## src/rtl/spi_tx_sched.sv

```systemverilog
// spi_tx_sched: RAM-backed byte queue that stages the next byte for an SPI slave.
// Define SPI_TX_SCHED_ECHO_EN to loop every received byte back into the queue.
module spi_tx_sched #(
  parameter int         SYNC_STAGES = 2,
  parameter logic [7:0] FILL_BYTE   = 8'h00
) (
  input  logic       clk,
  input  logic       reset_n,
  input  logic       ce0,
  input  logic       wr_valid,
  input  logic [7:0] wr_data,
  output logic       wr_ready,
  output logic       ram_we,
  output logic [7:0] ram_waddr,
  output logic [7:0] ram_wdata,
  output logic       ram_re,
  output logic [7:0] ram_raddr,
  input  logic [7:0] ram_rdata,
  output logic [7:0] spi_tx_data,
  input  logic [7:0] spi_rx_data,
  output logic       rx_valid,
  output logic [7:0] rx_byte,
  output logic [8:0] count,
  output logic       empty,
  output logic       full,
  output logic       underrun
`ifdef SPI_TX_SCHED_ECHO_EN
  ,
  output logic       echo_drop
`endif
);

  typedef enum logic [2:0] {
    IDLE, FETCH, LATCH, STAGED, BUSY
  } state_t;

  state_t state, state_nx;

  logic [SYNC_STAGES-1:0] sync;
  logic ce_s, ce_d;
  logic frame_start, frame_end;
  logic [7:0] wptr, rptr;
  logic fab_push, push, consume;
  logic set_under, load_ram, capture;

  assign ce_s        = sync[SYNC_STAGES-1];
  assign frame_start = ce_d & ~ce_s;
  assign frame_end   = ~ce_d & ce_s;

  always_ff @(posedge clk or negedge reset_n) begin
    if (!reset_n) begin
      sync <= '1;
      ce_d <= 1'b1;
    end else begin
      sync <= {sync[SYNC_STAGES-2:0], ce0};
      ce_d <= ce_s;
    end
  end

  assign empty    = (count == 9'd0);
  assign full     = (count == 9'd256);
  assign wr_ready = ~full;
  assign fab_push = wr_valid & ~full;

`ifdef SPI_TX_SCHED_ECHO_EN
  logic       echo_full;
  logic [7:0] echo_data;
  logic       echo_push;

  // Fabric writes win; the echo byte waits for a free write slot.
  assign echo_push = echo_full & ~wr_valid & ~full;
  assign push      = fab_push | echo_push;
  assign ram_wdata = fab_push ? wr_data : echo_data;

  always_ff @(posedge clk or negedge reset_n) begin
    if (!reset_n) begin
      echo_full <= 1'b0;
      echo_data <= 8'h00;
      echo_drop <= 1'b0;
    end else if (rx_valid) begin
      echo_full <= 1'b1;
      echo_data <= rx_byte;
      if (echo_full && !echo_push)
        echo_drop <= 1'b1;
    end else if (echo_push) begin
      echo_full <= 1'b0;
    end
  end
`else
  assign push      = fab_push;
  assign ram_wdata = wr_data;
`endif

  assign ram_we    = push & reset_n;
  assign ram_waddr = wptr;
  assign ram_raddr = rptr;

  always_ff @(posedge clk or negedge reset_n) begin
    if (!reset_n)
      state <= IDLE;
    else
      state <= state_nx;
  end

  always_comb begin
    state_nx = state;
    unique case (state)
      IDLE:
        if (frame_start)
          state_nx = BUSY;
        else if (count != 9'd0 || push)
          state_nx = FETCH;
      FETCH:
        state_nx = frame_start ? BUSY : LATCH;
      LATCH:
        state_nx = frame_start ? BUSY : STAGED;
      STAGED:
        if (frame_start)
          state_nx = BUSY;
      BUSY:
        if (frame_end)
          state_nx = (count != 9'd0) ? FETCH : IDLE;
      default:
        state_nx = IDLE;
    endcase
  end

  always_comb begin
    ram_re    = (state == FETCH);
    consume   = (state == STAGED) & frame_start;
    set_under = frame_start &
                ((state == IDLE) | (state == FETCH) | (state == LATCH));
    load_ram  = (state == LATCH) & ~frame_start;
    capture   = (state == BUSY) & frame_end;
  end

  always_ff @(posedge clk or negedge reset_n) begin
    if (!reset_n) begin
      wptr        <= 8'h00;
      rptr        <= 8'h00;
      count       <= 9'd0;
      spi_tx_data <= FILL_BYTE;
      rx_byte     <= 8'h00;
      rx_valid    <= 1'b0;
      underrun    <= 1'b0;
    end else begin
      if (push)
        wptr <= wptr + 8'd1;
      if (consume)
        rptr <= rptr + 8'd1;
      count <= count + {8'd0, push} - {8'd0, consume};
      if (set_under) begin
        underrun    <= 1'b1;
        spi_tx_data <= FILL_BYTE;
      end else if (load_ram) begin
        spi_tx_data <= ram_rdata;
      end
      rx_valid <= capture;
      if (capture)
        rx_byte <= spi_rx_data;
    end
  end

endmodule

```

## config.mk

```make
export PLATFORM = sky130hd
export DESIGN_NAME = spi_tx_sched
export DESIGN_NICKNAME = d
export VERILOG_FILES = /design/src/rtl/spi_tx_sched.sv
export SDC_FILE = /design/constraint.sdc
export NUM_CORES = 1
export LEC_CHECK = 0
export CORE_AREA = 2 2 87 89
export CTS_CLUSTER_SIZE = 12
export DETAILED_ROUTE_END_ITERATION = 8
export DIE_AREA = 0 0 89 91
export PLACE_DENSITY_LB_ADDON = 0.12
export SLEW_MARGIN = 10
export SYNTH_ARGS = -nofsm -noshare
export SYNTH_HDL_FRONTEND = slang
export SYNTH_SLANG_ARGS = --single-unit
```

## constraint.sdc

```tcl
create_clock -name clk -period 4.7 [get_ports clk]
set_input_delay 1.41 -clock clk [delete_from_list [all_inputs] [get_ports clk]]
set_output_delay 1.41 -clock clk [all_outputs]
set_load 0.02 [all_outputs]
```

==> run summary, run 1 <==
Syn Area/Cell = 12.0 µm²
Final Cell Area = 0.00328 mm²
Initial Utilization = 34.4%
Maximum vdd drop = 0.308 mV
Vias/cell = 4.53
Synth async-reset ratio = 100%
Clock-pin slew on the worst setup and hold paths = 80 ps
Longest Clk Path Bufs = 2
Total core area = 0.00714 mm²
Die height = 91 µm
Layout cells sized above 1 = 13.8%
Critical path depth = 5
Slowest-stage cell, CP = clkdlybuf4s50_1
Clock sink total = 49
Sw Share = 39.0%
CP Buf/Inv Count = 3
Fmax = 0.233 GHz
Fraction of the yosys area taken by sequential cells = 50.2%
Worst flop-to-flop path endpoint = count[8]
Post-layout util = 46.0%
Register share of total power = 33.4%
Max-slew headroom = 58.0%
Most frequent cells in the layout = 66 x clkdlybuf4s50_1, 46 x dfrtp_1, 17 x inv_1
# port buffers = 67
Ys flop type = dfrtp_1
Largest net degree at the start of global routing = 50
Vias in the first global route = 1,629
Worst R2R Path Depth = 15
Post-synth EDFFs = 0
Die width = 89 µm
Slew @ Worst Pin = 629 ps
Setup CP Type = in2out
FF+latch count, synth = 49
Global-route usage over all layers = 12.0%
Slowest stage delay, CP = 590 ps
Post-Syn Instances = 205
Critical path capture point type = output port
Post-route DRC = 0
Tcrit/Tclk final = 91.3%
Worst path cell trace = clkdlybuf4s50_1 > inv_1 > a31oi_4 > and2_1 > clkdlybuf4s50_1
Leak pwr = 1.47 nW
Hold buffer count at cts = 0
Rows = 31
Pwr/cell area = 679 mW/mm²
Maxcap violations = 0
Internal power = 1.36 mW
Io pins = 84
End point of the critical path = ram_we
Fill count = 706
Post-layout min period = 4290 ps
Routed WL per cell = 12.7 µm
Synth warn = 0
RSZ-0062 raised after global routing = false
Vias = 1,667
Post-Syn Nets = 248
Worst-Skew Late Latency = 300 ps
Resize count post-CTS = 0
DP HPWL = 3480 µm
CTS tree = done
Total wire length = 4670 µm
First-pass GRT wire length = 7730 µm
Antenna cells = 0
Gpl congestion = 0.730
Post-DP Area = 0.00316 mm²
Commonest non-fill, non-tap cell in the layout = clkdlybuf4s50_1
Nets = 311
Clock root cell = clkbuf_8
Antenna viol nets, final = 0
Outcome = complete, no violations
Setup-failing EPs final = 0
Initial DRC count = 65
Crit path launch = wr_valid
Sw power = 0.869 mW
Crit path launch type = input port
Combinational share of power = 52.5%
Most used cell, CP = clkdlybuf4s50_1
Clock share of power = 14.1%
Max FO, Critical Path = 3
Yosys cell types = 48
Worst endpoint required time = 3290 ps
Syn Std Cell Area = 0.00245 mm²
Skew final = 10.8 ps
Setup Fix Bufs, Post-CTS = 0
Slew Limit Fails = 0
Initial antenna violation count = 0
Arrival @ worst endpoint = 2880 ps
Htree depth = 2
Final hold violations = 0
Worst Hold Class = reg2reg
Clock buffers created by TritonCTS = 5
Die area = 0.00810 mm²
Overflow after GRT = 0
Drt first pass iters = 4
R2r startpoint = count[2]
Area delta synth->final = 33.7%
R2R setup slack = 1760 ps
Crit-path leading delay family = buffers and inverters
Setup TNS Final = 0 ps
-- through the flow --
step | total power [mW] | setup slack [ps] | hold slack [ps] | cells
finish | 2.23 | 410 | 360 | 368
global route | 2.42 | 376 | 373 | 368
CTS | 2.27 | 392 | 361 | 368
detailed placement | 1.94 | 400 | 348 | 360
global placement | 1.93 | 427 | 348 | 360
floorplan | 1.51 | 1370 | 345 | 205
-- metal layers --
layer  track usage (%)  part of all wire, %  up-vias
met1              16.9                   47      813
met5                 0                    0        -
met4              3.48                 0.96        0
li1                  -                    -      814
met3              3.00                  4.1        4
met2              18.1                   48       36
-- logic make-up (layout without fill, tap and decap cells) --
family,after synthesis,after routing,share of synthesized area [%]
multiplexers,12,12,5.46
AND/OR/NAND/NOR,52,52,14.2
XOR/XNOR,21,21,7.50
adder cells (fa/ha/maj),15,15,7.96
flip-flops,49,49,50.2
AO/OA/AOI/OAI,26,26,8.11
buffers and inverters,30,94,6.58
-- power by group through the flow --
stage	logic (mW)	registers (mW)	clock network (mW)
5_1_grt	1.30	0.774	0.345
3_5_place_dp	1.18	0.754	0
4_1_cts	1.19	0.749	0.332
3_3_place_gp	1.18	0.754	0
2_1_floorplan	0.623	0.886	0
6_report	1.17	0.745	0.315
-- area by class of cell --
class	count	area, µm²	area share [%]
Sequential cell	49	1230	37.5
Multi-Input combinational cell	126	1060	32.4
Timing Repair Buffer	69	681	20.8
Tap cell	99	124	3.78
Clock buffer	6	82.6	2.52
Inverter	17	63.8	1.95
Clock inverter	2	37.5	1.14
-- sequential cells by signal, summed over array words and instances (netlist names) --
name	flops
ram_waddr	8
rx_byte	8
spi_tx_data	8
sync	2
state	3
ram_raddr	8
rx_valid	1
underrun	1
ce_d	1
count	9
-- Yosys cell counts (all sizes together), types with 5 or more instances --
cell   count  area (µm²)
dfrtp     46        1150
inv       17        63.8
ha        14         175
buf       12        92.6
xnor2     12         105
mux2      11         124
nand2      9        33.8
xor2       9        78.8
a22o       8        70.1
nor2       8        32.5
nand4      6        43.8
a21oi      5        25.0
and3       5        36.3
-- worst min path at each step --
stage | from | end | cells after the start
2_1_floorplan | sync[0] | sync[1] | 0
6_report | sync[0] | sync[1] | 0
3_3_place_gp | sync[0] | sync[1] | 0
4_1_cts | sync[0] | sync[1] | 0
5_1_grt | sync[0] | sync[1] | 0
3_5_place_dp | sync[0] | sync[1] | 0
Power figures use the tool's default switching activity.
==> run 2, diff against run 1 <==
- CORE_AREA: 2 2 87 89 -> 2 2 80 97
- DIE_AREA: 0 0 89 91 -> 0 0 82 99
==> run 2 against run 1 <==
Compared with the run above:
- combinational power barely moved
- final cell count shrank 2.4%
- power is 2.1% lower
- register-to-register slack got worse by 30 ps
- non-clock buffer count did not move
- highest routed layer unchanged
==> run summary, run 2 (synthesized netlist as in run 1, its figures left out) <==
Outcome = complete, no violations
Routed WL per cell = 13.5 µm
Post-layout min period = 4290 ps
Rows = 34
Post-DP Area = 0.00315 mm²
Initial Utilization = 34.3%
Slowest stage delay, CP = 590 ps
Fmax = 0.233 GHz
Die width = 82 µm
Commonest non-fill, non-tap cell in the layout = clkdlybuf4s50_1
Max FO, Critical Path = 3
Top reg by flops = count
Hold buffer count at cts = 0
Io pins = 84
Worst path cell trace = clkdlybuf4s50_1 > inv_1 > a31oi_4 > and2_1 > clkdlybuf4s50_1
Area of the multi-input gates = 0.00106 mm²
Setup ws final = 413 ps
Largest register FFs = 9
CTS tree = done
Die area = 0.00812 mm²
Setup Fix Bufs, Post-CTS = 0
Maxcap violations = 0
Largest net degree at the start of global routing = 50
Pwr/cell area = 673 mW/mm²
Hold path start = sync[0]
Longest Clk Path Bufs = 2
Max-slew headroom = 58.1%
Antenna viol nets, final = 0
Setup TNS Final = 0 ps
Final Cell Area = 0.00324 mm²
Clock root cell = clkbuf_8
Htree depth = 2
Final hold violations = 0
Nets = 311
Overflow after GRT = 0
Crit path launch = wr_valid
Layout cells sized above 1 = 13.4%
Slew @ Worst Pin = 629 ps
Register area = 0.00123 mm²
Worst Hold Class = reg2reg
Setup CP Type = in2out
Crit path launch type = input port
Slew Limit Fails = 0
Antenna cells = 0
Skew final = 7.30 ps
R2r startpoint = count[2]
Initial DRC count = 40
RSZ-0062 raised after global routing = false
Clock buffers created by TritonCTS = 5
Setup-failing EPs final = 0
Resize count post-CTS = 0
Tcrit/Tclk final = 91.2%
Pre-CTS setup slack = 405 ps
Most frequent cells in the layout = 66 x clkdlybuf4s50_1, 46 x dfrtp_1, 17 x inv_1
Total core area = 0.00715 mm²
Drt first pass iters = 4
Arrival @ worst endpoint = 2880 ps
Gpl congestion = 0.736
Clock sink total = 49
Post-route DRC = 0
Clock-pin slew on the worst setup and hold paths = 90 ps
Initial antenna violation count = 0
Fill count = 711
Area delta synth->final = 32.2%
DP HPWL = 3540 µm
Vias in the first global route = 1,751
Global-route usage over all layers = 13.0%
# port buffers = 67
Vias = 1,702
Total wire length = 4830 µm
Most used cell, CP = clkdlybuf4s50_1
Vias/cell = 4.74
Worst-Skew Late Latency = 300 ps
Maximum vdd drop = 0.393 mV
Die height = 99 µm
Worst endpoint required time = 3290 ps
Critical path capture point type = output port
Leak pwr = 1.46 nW
Slowest-stage cell, CP = clkdlybuf4s50_1
First-pass GRT wire length = 8260 µm
## run 2: changes by cell type in the layout (fill, tap and decap cells not counted)
cell	previous run	this run
clkbuf_1	0	1
bufinv_16	1	0
## run 2: cell type report
class | count | share of cell area [%]
sequential | 49 | 37.9
multi-input combinational | 126 | 32.7
timing repair buffer | 69 | 21.0
tap | 90 | 3.47
clock buffer | 7 | 2.66
inverter | 17 | 1.97
clock inverter | 1 | 0.232
## run 2: worst max-delay path, delay by kind of cell
kind | cells | cell delay, ps
and+or+nand+nor | 1 | 140
AOI/OAI and AO/OA | 1 | 150
buffers and inverters | 3 | 1180
## run 2: metal layers
metal	up-vias	GRT usage [%]	wire length, µm
met5	-	0	0
met3	6	3.30	205
li1	817	-	-
met4	0	4.36	68
met2	48	20.8	2440
met1	831	17.1	2120
## run 2: stage by stage
| step | util (%) | power, mW | hold WS, ps | cells |
|---|---|---|---|---|
| 6_report | 45.4 | 2.18 | 361 | 359 |
| 4_1_cts | 45.4 | 2.23 | 361 | 359 |
| 2_1_floorplan | - | 1.51 | 345 | 205 |
| 5_1_grt | 45.4 | 2.38 | 375 | 359 |
| 3_3_place_gp | 44.0 | 1.93 | 346 | 351 |
| 3_5_place_dp | 44.0 | 1.94 | 347 | 351 |
## run 2: worst paths after layout
check | depth (start not counted) | endpoint | slack (ps)
max | 5 | ram_we | 410
min | 0 | sync[1] | 360
min reg2reg | 0 | sync[1] | 360
max in group asynchronous | 2 | count[7] | 3030
min in group asynchronous | 2 | ram_waddr[6] | 1240
max reg2reg | 15 | count[8] | 1730
## run 2: report_power, final
part / switching (mW) / leakage, nW / internal, mW / total [mW]
clock network: 0.138 / 0.0445 / 0.120 / 0.258
registers: 0.152 / 0.603 / 0.589 / 0.741
logic: 0.583 / 0.811 / 0.598 / 1.18
==> run 3, diff against run 2 <==
- TNS_END_PERCENT: unset -> 50
==> results of run 3 <==
The final DEF is identical to that of run 2; final timing and power are the same.
==> RTL edit (flow settings as in run 3) <==
Put one more register stage on the output `count`, with the module's reset. The value now appears one clock later. The other outputs are not delayed to match.
--- a/src/rtl/spi_tx_sched.sv
+++ b/src/rtl/spi_tx_sched.sv
@@ -34,6 +34,8 @@
     IDLE, FETCH, LATCH, STAGED, BUSY
   } state_t;
 
+  logic [8:0] count_s0;
+
   state_t state, state_nx;
 
   logic [SYNC_STAGES-1:0] sync;
@@ -57,8 +59,8 @@
     end
   end
 
-  assign empty    = (count == 9'd0);
-  assign full     = (count == 9'd256);
+  assign empty    = (count_s0 == 9'd0);
+  assign full     = (count_s0 == 9'd256);
   assign wr_ready = ~full;
   assign fab_push = wr_valid & ~full;
 
@@ -108,7 +110,7 @@
       IDLE:
         if (frame_start)
           state_nx = BUSY;
-        else if (count != 9'd0 || push)
+        else if (count_s0 != 9'd0 || push)
           state_nx = FETCH;
       FETCH:
         state_nx = frame_start ? BUSY : LATCH;
@@ -119,7 +121,7 @@
           state_nx = BUSY;
       BUSY:
         if (frame_end)
-          state_nx = (count != 9'd0) ? FETCH : IDLE;
+          state_nx = (count_s0 != 9'd0) ? FETCH : IDLE;
       default:
         state_nx = IDLE;
     endcase
@@ -138,7 +140,7 @@
     if (!reset_n) begin
       wptr        <= 8'h00;
       rptr        <= 8'h00;
-      count       <= 9'd0;
+      count_s0    <= 9'd0;
       spi_tx_data <= FILL_BYTE;
       rx_byte     <= 8'h00;
       rx_valid    <= 1'b0;
@@ -148,7 +150,7 @@
         wptr <= wptr + 8'd1;
       if (consume)
         rptr <= rptr + 8'd1;
-      count <= count + {8'd0, push} - {8'd0, consume};
+      count_s0 <= count_s0 + {8'd0, push} - {8'd0, consume};
       if (set_under) begin
         underrun    <= 1'b1;
         spi_tx_data <= FILL_BYTE;
@@ -161,5 +163,13 @@
     end
   end
 
+  always_ff @(posedge clk or negedge reset_n) begin
+    if (!reset_n) begin
+      count <= '0;
+    end else begin
+      count <= count_s0;
+    end
+  end
+
 endmodule
 
Formal check against the unedited RTL: not equivalent (a bounded check fails within 4 cycles, from zero or initial values and one cycle with reset_n low).
==> RTL edit against run 3 <==
Die area is the same; via count is 5.9% higher; area after synthesis rose by 7.4%; setup slack improved by 0.015 ns; sequential cell count grew 9; sequential share of layout area up 3.3 points; critical path depth is 1 lower; cell area increased by 9.0%; non-clock buffer count unchanged; synthesized cell count increased by 3.4%; power is 14% higher; wire length is 7.8% higher; critical path type unchanged; largest power group unchanged.
==> RTL edit: results (changes against run 3) <==
INFO  critical_path  critical_path.reg2reg.startpoint=count_s0[4]
INFO  drt            route.vias.total=1802 [+5.9%]
INFO  placed_design  placed_cell_area=3340µm² [+6.0%]
INFO  critical_path  setup.reg_to_reg.worst_slack=1.64ns [-0.09 ns]
INFO  synthesis      ys_top_cells_by_area=sky130_fd_sc_hd__dfrtp_1, sky130_fd_sc_hd__ha_1, sky130_fd_sc_hd__xnor2_1
INFO  drt            met1_length=2.33mm [+9.9%]
INFO  synthesis      ys_types=43 [-10%]
INFO  critical_path  reg2reg_to=count_s0[6]
INFO  clock_tree     clk_transition_reported_paths=0.06ns [-0.03 ns]
INFO  status         status=finished, final reports clean
INFO  finish         fill_cells=675 [-5.1%]
INFO  drt            route.final.wire_length=5.21mm [+7.8%]
INFO  drt            wl_met2=2.49mm [+2.1%]
INFO  finish         instances_no_fill=376 [+4.7%]
INFO  placed_design  dpl_worst_slack=0.423ns [+0.0177 ns]
INFO  synthesis      yosys_warnings=0 [unchanged]
INFO  drt            drt_iter0_drc=60 [+50%]
INFO  pwr            power.static_leakage=1.57nW [+7.5%]
INFO  clock_tree     cts.htree.levels=3 [+1]
INFO  clock_tree     tritoncts_buffers=9 [+4]
INFO  sta            fin_hold_ws=0.351ns [-0.00968 ns]
INFO  sta            slew-limit-headroom=0.509 [-0.0715]
INFO  drt            detailroute.wirelength.met3=276µm [+35%]
INFO  critical_path  crit_path_max_incr_delay=0.59ns [about the same]
INFO  clock_tree     clock_insertion_delay_worst_skew=0.34ns [+0.04 ns]
INFO  global_routing grt_max_degree=59 [+18%]
INFO  pwr            p_clk_frac=0.183 [+0.065]
INFO  global_routing first_global_vias=1857 [+6.1%]
INFO  synthesis      synthesis.instances=212 [+3.4%]
INFO  global_routing grt_pass1_wl=8.71mm [+5.5%]
INFO  placed_design  dp.final_hpwl=3.75mm [+5.9%]
INFO  pwr            p_int=1.54mW [+17%]
INFO  finish         nets=324 [+4.2%]
INFO  synthesis      synth-seq-area-share=0.552 [+0.0510]
INFO  critical_path  cp_max_fo=2 [-1]
INFO  global_routing global_route.usage.met2=0.212 [+0.00438]
INFO  placed_design  routabilityCongestion=0.791 [+7.5%]
INFO  pwr            powerClk=0.454mW [+76%]
INFO  synthesis      synth_common_cells=sky130_fd_sc_hd__dfrtp_1, sky130_fd_sc_hd__inv_1, sky130_fd_sc_hd__xnor2_1, sky130_fd_sc_hd__ha_1, sky130_fd_sc_hd__nand2_1
INFO  pwr            peakVddDrop=389µV [-0.90%]
[RTL edit: worst max path at each step]
stage | to | slack [ns] | startpoint
2_1_floorplan | ram_we | 1.40 | wr_valid
5_1_grt | ram_we | 0.40 | wr_valid
3_5_place_dp | ram_we | 0.42 | wr_valid
4_1_cts | ram_we | 0.41 | wr_valid
3_3_place_gp | ram_we | 0.42 | wr_valid
6_report | ram_we | 0.43 | wr_valid
[RTL edit: area by class of cell]
| type | instances | area, µm² | area share |
|---|---|---|---|
| clock inverter | 5 | 53.8 | 0.0152 |
| clock buffer | 11 | 141 | 0.0400 |
| multi-input combinational | 125 | 1020 | 0.289 |
| inverter | 18 | 67.6 | 0.0191 |
| tap | 90 | 113 | 0.0319 |
| timing repair buffer | 69 | 681 | 0.193 |
| sequential | 58 | 1460 | 0.412 |
[RTL edit: kinds of logic after synthesis]
family,Yosys count,synth area share
compound gates,31,0.0888
simple gates,49,0.116
buf+inv,29,0.0599
xor+xnor,21,0.0698
flops,58,0.552
mux,9,0.0385
fa+ha+maj,15,0.0741
